**src/rtl/pu_ctrl.sv**
```systemverilog
// Sequencer for a neuron processing unit: walks each output neuron through
// multiply, adder-tree settle, result capture and a handshaked result write.
module pu_ctrl #(
  parameter int ADDLAT = 1,
  parameter int CW     = 4
) (
  input  logic          clk,
  input  logic          rst,
  input  logic          start,
  input  logic [CW-1:0] numOut,
  input  logic          resReady,
  output logic          busy,
  output logic          done,
  output logic          inLd,
  output logic          ldM,
  output logic          ldRes,
  output logic [CW-1:0] wSel,
  output logic          resWr,
  output logic [CW-1:0] resAddr
);

  typedef enum logic [2:0] {
    IDLE, INIT, MUL, WAIT, ADD, WRITE, DONE
  } puState;

  localparam logic [2:0] WaitLast = 3'(ADDLAT - 1);

  puState        state, nextState;
  logic [CW-1:0] idx;
  logic [CW-1:0] cnt;
  logic [2:0]    waitCnt;
  logic          lastNeuron;

  // cnt is never zero once a neuron is in flight, so cnt-1 cannot underflow here.
  assign lastNeuron = (idx == cnt - CW'(1));

  always_ff @(posedge clk or negedge rst) begin
    if (!rst) begin
      state <= IDLE;
    end else begin
      state <= nextState;
    end
  end

  always_ff @(posedge clk or negedge rst) begin
    if (!rst) begin
      idx     <= '0;
      cnt     <= '0;
      waitCnt <= '0;
    end else begin
      case (state)
        INIT: begin
          cnt <= numOut;
          idx <= '0;
        end
        MUL:  waitCnt <= '0;
        WAIT: waitCnt <= waitCnt + 3'd1;
        WRITE: begin
          if (resReady && !lastNeuron) begin
            idx <= idx + CW'(1);
          end
        end
        default: ;
      endcase
    end
  end

  always_comb begin
    nextState = state;
    case (state)
      IDLE:  if (start) nextState = INIT;
      INIT:  nextState = (numOut == '0) ? DONE : MUL;
      MUL:   nextState = (ADDLAT > 0) ? WAIT : ADD;
      WAIT:  if (waitCnt == WaitLast) nextState = ADD;
      ADD:   nextState = WRITE;
      WRITE: if (resReady) nextState = lastNeuron ? DONE : MUL;
      DONE:  nextState = IDLE;
      default: nextState = IDLE;
    endcase
  end

  // Outputs depend only on registered state and idx, never on inputs.
  always_comb begin
    busy    = (state != IDLE);
    done    = (state == DONE);
    inLd    = (state == INIT);
    ldM     = (state == MUL);
    ldRes   = (state == ADD);
    resWr   = (state == WRITE);
    wSel    = '0;
    resAddr = '0;
    if (state == MUL || state == WAIT || state == ADD || state == WRITE) begin
      wSel    = idx;
      resAddr = idx;
    end
  end

endmodule

```
**config.mk**
```make
export PLATFORM = sky130hd
export DESIGN_NAME = pu_ctrl
export DESIGN_NICKNAME = d
export VERILOG_FILES = /design/src/rtl/pu_ctrl.sv
export SDC_FILE = /design/constraint.sdc
export NUM_CORES = 1
export LEC_CHECK = 0
export ABC_CLOCK_PERIOD_IN_PS = 5800
export CORE_MARGIN = 5
export CORE_UTILIZATION = 53
export DETAILED_ROUTE_END_ITERATION = 7
export GPL_ROUTABILITY_DRIVEN = 1
export HOLD_SLACK_MARGIN = 0.03
export PLACE_DENSITY = 0.92
export RECOVER_POWER = 100
export SLEW_MARGIN = 0
export SYNTH_ARGS = -nofsm -noshare
export SYNTH_HDL_FRONTEND = slang
export SYNTH_SLANG_ARGS = --single-unit
export TNS_END_PERCENT = 5
```
**constraint.sdc**
```tcl
create_clock -name clk -period 5.8 [get_ports clk]
set_input_delay 1.74 -clock clk [delete_from_list [all_inputs] [get_ports clk]]
set_output_delay 1.74 -clock clk [all_outputs]
set_load 0.005 [all_outputs]
```
==> reports/results.txt, run 1 <==
Reg-to-reg setup timing slack - 3.74 ns
Post-CTS setup buffers - 0
Sw power - 0.247 mW
CP Launch Type - flip-flop
GPL Wtd Cong - 0.773
Post-synthesis sequential area ratio - 0.349
Starting DRC count in detailed routing - 10
DRT Wirelength - 2.25 mm
Dpl cells - 150
Pin count of the biggest net entering global routing - 19
RSZ-0062 raised after global routing - no
Post-place instance area - 1190 µm²
Max clock buf depth - 2
Core Area - 1760 µm²
Combinational power share - 0.536
Final Non-Filler Cells - 153
Largest cells by area after synthesis - dfrtp_1 35%, nand2_1 6.0%, ha_1 5.0%, o21ai_0 5.0%, and2_1 3.1%
Number of flops mapped to enable cells by yosys - 0
Clk_lat worst skew - 0.28 ns
Cell area after synthesis - 1000 µm²
Switching Fraction - 0.452
Cells along the critical path - nand2b_1 > nand2_1 > and2_2 > dlygate4sd3_1
Syn_area_per_cell - 8.96 µm²
Ports - 22
Pwr dens - 451 nW/µm²
Ys flop type - dfrtp_1
Reg clk slew, reported paths - 0.09 ns
CTS H-tree depth - 1
Most common cell after layout, fill and taps aside - nand2_1
Hold EP - cnt[3]
Global-route usage over all layers - 0.189
Reg-to-reg endpoint - idx[3]
Yosys top cell area share - 0.349
DRC errors left - 0
Flop pwr share - 0.363
Net count after synthesis - 124
Critical-path top delay cell - dfrtp_1
Count of cell types in the netlist - 36
WL per Instance - 14.7 µm
Outcome - complete, no violations
Highest-count cells in the layout ignoring fill and taps - 16 x nand2_1, 15 x dlygate4sd3_1, 14 x dfrtp_1
R2R depth - 7
Crit. End Element - primary output
Worst slew pin tran - 0.641 ns
Static Leak - 0.559 nW
Worst min path class - flip-flop to flip-flop
Total power - 0.546 mW
Site Rows - 15
CTS Buf Count - 3
Fillers - 153
Fraction of layout cells with a size suffix above 1 - 0.102
Peak supply drop - 0.000258 V
Worst EP arrival - 2.22 ns
Mean number of vias per cell - 5.59
Final instance area - 1210 µm²
Max Clk Rate - 252 MHz
Post-CTS Hold Fix Bufs - 0
Post-route ant nets - 0
Die footprint - 2860 µm²
Setup_tns - 0 ns
Minimum clock period - 3.96 ns
Clock network power share - 0.101
Yosys warns - 0
Max incr delay on CP - 0.67 ns
CTS Sinks - 14
Initial Util - 0.569
Gate Count Post-Synth - 112
Total Nets Final - 142
Hold Crit Start - cnt[3]
Vias in the first global route - 924
DRT Pass-1 Iters - 4
First-pass GRT wire length - 3.93 mm
P&R area growth vs syn - 20.6%
Slew Limit Fails - 0
Final HPWL DP - 1.71 mm
Synth area leader - dfrtp_1
Final hold vios - 0
Rel. slew slack - 0.571
CP required - 4.06 ns
Critical path peak fanout - 18
# setup viols final - 0
Buffers on Ports - 21
Antenna violations before repair - 0
Period utilization - 0.683
N_diodes - 0
MaxCap Viol Count - 0
CTS tree - yes
Total grt overflow - 0
Clock root cell - clkbuf_4
# resized after CTS - 0
Internal Power - 0.299 mW
Hold depth - 1
Layout Utilization - 0.686
Type of the worst setup path - flip-flop to primary output
Die Span Y - 53.5 µm
R2r startpoint - cnt[0]
Via count - 855
Skew final - 0.0126 ns
#FFs+latches synth - 14
Async S/R FF share, synth - 1.00
Die width - 53.5 µm
cells in the mapped netlist (all sizes together) (2+ instances only):
cell and instances:
a21oi 2, a31oi 3, and2 7, and3 3, buf 5, clkbuf 3, dfrtp 14, ha 4
inv 5, mux2 2, nand2 16, nand2b 4, nand3 3, nor2 3, nor2b 4, nor3b 4
o21ai 10, o22ai 2, xnor2 3, xor2 2
power groups by stage:
stage | sequential [mW] | combinational [mW] | clock, mW
finish | 0.198 | 0.293 | 0.0552
global route | 0.207 | 0.332 | 0.0617
CTS | 0.198 | 0.303 | 0.0562
detailed placement | 0.201 | 0.300 | 0
global placement | 0.193 | 0.286 | 0
floorplan | 0.168 | 0.244 | 0
metrics by stage:
| stage | setup WS, ns | hold slack (ns) |
|---|---|---|
| floorplan | 3.01 | 0.475 |
| global placement | 2.37 | 0.510 |
| detailed placement | 2.30 | 0.535 |
| CTS | 1.98 | 0.554 |
| global route | 1.70 | 0.577 |
| finish | 1.84 | 0.553 |
logic make-up after synthesis:
group                      count (synthesis)  share of synthesized area
and+or+nand+nor                           50                      0.295
AOI/OAI and AO/OA                         24                      0.168
DFF                                       14                      0.349
buffers and inverters                     13                     0.0711
xor gates and xnor gates                   5                     0.0436
adders and majority gates                  4                     0.0499
muxes                                      2                     0.0224
registers in the layout, summed over array words and instances, names as in the netlist:
name,cells
cnt,4
idx,4
state,3
waitCnt,3
cell type report:
cell class,instances,area [µm²],area share
tap,25,31.3,0.0259
inverter,5,18.8,0.0155
clock buffer,3,22.5,0.0186
timing repair buffer,21,210,0.174
multi-input combinational,85,577,0.477
sequential,14,350,0.290
worst max-delay path, delay by kind of cell, from the launching register on:
kind	cells	cell delay (ns)
buffers and inverters	1	0.57
DFF	1	0.67
and+or+nand+nor	3	0.70
metal layers:
| metal | vias to the layer above | wire length, µm | part of all wire | track usage |
|---|---|---|---|---|
| li1 | 422 | - | - | - |
| met1 | 401 | 955 | 0.42 | 0.208 |
| met2 | 26 | 1140 | 0.50 | 0.347 |
| met3 | 6 | 111 | 0.049 | 0.0563 |
| met4 | 0 | 46 | 0.020 | 0.0511 |
| met5 | - | 0 | 0 | 0 |
worst max path at each step:
stage,from,to,cells past startpoint
6_report,state[2],wSel[1],4
5_1_grt,state[2],resAddr[1],4
4_1_cts,state[0],inLd,3
3_5_place_dp,state[0],inLd,3
3_3_place_gp,state[1],inLd,3
2_1_floorplan,state[2],wSel[0],5
(Power assumes the default switching activity.)
==> run 2, diff against run 1 <==
- ABC_CLOCK_PERIOD_IN_PS: 5800 -> 3900
- CORE_UTILIZATION: 53 -> 49
- PLACE_DENSITY: 0.92 -> 0.87
- clock period: 5.8 -> 3.9 ns (I/O delays scaled with it)
==> run 2 against run 1 <==
Against the previous run: non-clock buffer count stayed put; critical path depth stayed put; global-route usage is 3.2 points lower; register-to-register slack worse by 2.1 ns; hold slack worse by 0.015 ns; die area is 6.6% higher; critical endpoint unchanged.
==> reports/results.txt, run 2 (synthesized netlist as in run 1, its figures left out) <==
Outcome - complete, no violations (unchanged)
CTS Buf Count - 3 (unchanged)
Minimum clock period - 3.36 ns
RSZ-0062 raised after global routing - no (unchanged)
Site Rows - 16 (was 15)
Initial Util - 0.511 (was 0.569)
Most common cell after layout, fill and taps aside - nand2_1 (unchanged)
Starting DRC count in detailed routing - 14 (was 10)
Global-route usage over all layers - 0.157 (was 0.189)
Rel. slew slack - 0.569 (was 0.571)
# setup viols final - 0 (unchanged)
MaxCap Viol Count - 0 (unchanged)
Reg clk slew, reported paths - 0.09 ns (about the same)
Clk_lat worst skew - 0.28 ns (about the same)
Setup ws final - 0.543 ns (was 1.84 ns)
Post-CTS setup buffers - 0 (unchanged)
Total grt overflow - 0 (unchanged)
Reg-to-reg setup timing slack - 1.68 ns (was 3.74 ns)
Vias in the first global route - 853 (was 924)
Worst min path class - flip-flop to flip-flop (unchanged)
Type of the worst setup path - flip-flop to primary output (unchanged)
Die Span Y - 55.3 µm (was 53.5 µm)
Mean number of vias per cell - 5.61 (was 5.59)
Period utilization - 0.861
Buffers on Ports - 21 (unchanged)
Max Clk Rate - 298 MHz
CP required - 2.73 ns (was 4.06 ns)
Die footprint - 3050 µm² (was 2860 µm²)
Antenna violations before repair - 0 (unchanged)
DRT Pass-1 Iters - 4 (unchanged)
Worst slew pin tran - 0.645 ns (was 0.641 ns)
Slew Limit Fails - 0 (unchanged)
# resized after CTS - 0 (unchanged)
Highest-count cells in the layout ignoring fill and taps - 16 x nand2_1, 14 x dfrtp_1, 12 x dlygate4sd3_1 (was 16 x nand2_1, 15 x dlygate4sd3_1, 14 x dfrtp_1)
Fraction of layout cells with a size suffix above 1 - 0.101 (was 0.102)
Critical path peak fanout - 18 (unchanged)
Max clock buf depth - 2 (unchanged)
Setup_tns - 0 ns (unchanged)
Skew final - 0.000640 ns (was 0.0126 ns)
Hold depth - 2 (was 1)
Die width - 55.3 µm (was 53.5 µm)
CP Launch Type - flip-flop (unchanged)
CTS tree - yes (unchanged)
N_diodes - 0 (unchanged)
Final HPWL DP - 1.67 mm (was 1.71 mm)
Regs by FF count - cnt x4, idx x4 (unchanged)
Core Area - 1960 µm² (was 1760 µm²)
Via count - 875 (was 855)
Post-CTS Hold Fix Bufs - 0 (unchanged)
First-pass GRT wire length - 3.87 mm (was 3.93 mm)
Peak supply drop - 0.000466 V (was 0.000258 V)
Ports - 22 (unchanged)
Post-route ant nets - 0 (unchanged)
Pwr dens - 675 nW/µm² (was 451 nW/µm²)
WL per Instance - 13.6 µm (was 14.7 µm)
Total power - 0.823 mW (was 0.546 mW)
CTS H-tree depth - 1 (unchanged)
Clock root cell - clkbuf_4 (unchanged)
R2R depth - 7 (unchanged)
GPL Wtd Cong - 0.779 (was 0.773)
Post-place setup slack - 0.996 ns (was 2.30 ns)
P&R area growth vs syn - 21.6% (was 20.6%)
DRT Wirelength - 2.13 mm (was 2.25 mm)
CTS Sinks - 14 (unchanged)
Static Leak - 0.565 nW (was 0.559 nW)
Worst EP arrival - 2.19 ns (was 2.22 ns)
Fillers - 178 (was 153)
Pin count of the biggest net entering global routing - 19 (unchanged)
Crit. End Element - primary output (unchanged)
Final hold vios - 0 (unchanged)
Total Nets Final - 142 (unchanged)
DRC errors left - 0 (unchanged)
run 2: critical path, stage by stage, from the launching register on:
cell           delay [ns]
dfrtp_1              0.64
nand2b_1             0.32
nand2_1              0.14
and2_2               0.22
dlygate4sd3_1        0.58
run 2: final cells by class:
class                           instances  area (µm²)  share of cell area
Inverter                                5        18.8              0.0154
Clock buffer                            4        36.3              0.0297
Tap cell                               27        33.8              0.0277
Multi-Input combinational cell         85         571               0.468
Sequential cell                        14         350               0.287
Timing Repair Buffer                   21         210               0.172
run 2: worst paths after layout:
path,startpoint,to
min,waitCnt[0],waitCnt[0]
max in group asynchronous,rst,waitCnt[2]
max reg2reg,cnt[0],idx[3]
min reg2reg,waitCnt[0],waitCnt[0]
min in group asynchronous,rst,idx[1]
max,state[2],wSel[1]
run 2: metal layers:
layer / track usage / part of all wire
met5: 0 / 0
met4: 0.0729 / 0.017
met3: 0.0303 / 0.054
met2: 0.248 / 0.49
met1: 0.204 / 0.44
run 2: per-stage QoR:
step	hold slack [ns]	area [µm²]	std cells	utilization
floorplan	0.475	1000	112	-
global placement	0.508	1190	152	0.609
detailed placement	0.526	1190	152	0.609
CTS	0.548	1230	156	0.628
global route	0.564	1220	156	0.622
finish	0.538	1220	156	0.622
run 2: report_power, final:
group	leakage, nW	internal, mW	total (mW)	switching, mW
Combinational	0.365	0.208	0.426	0.218
Clock	0.0210	0.0569	0.106	0.0493
Sequential	0.180	0.200	0.291	0.0906
Total	0.565	0.465	0.823	0.358
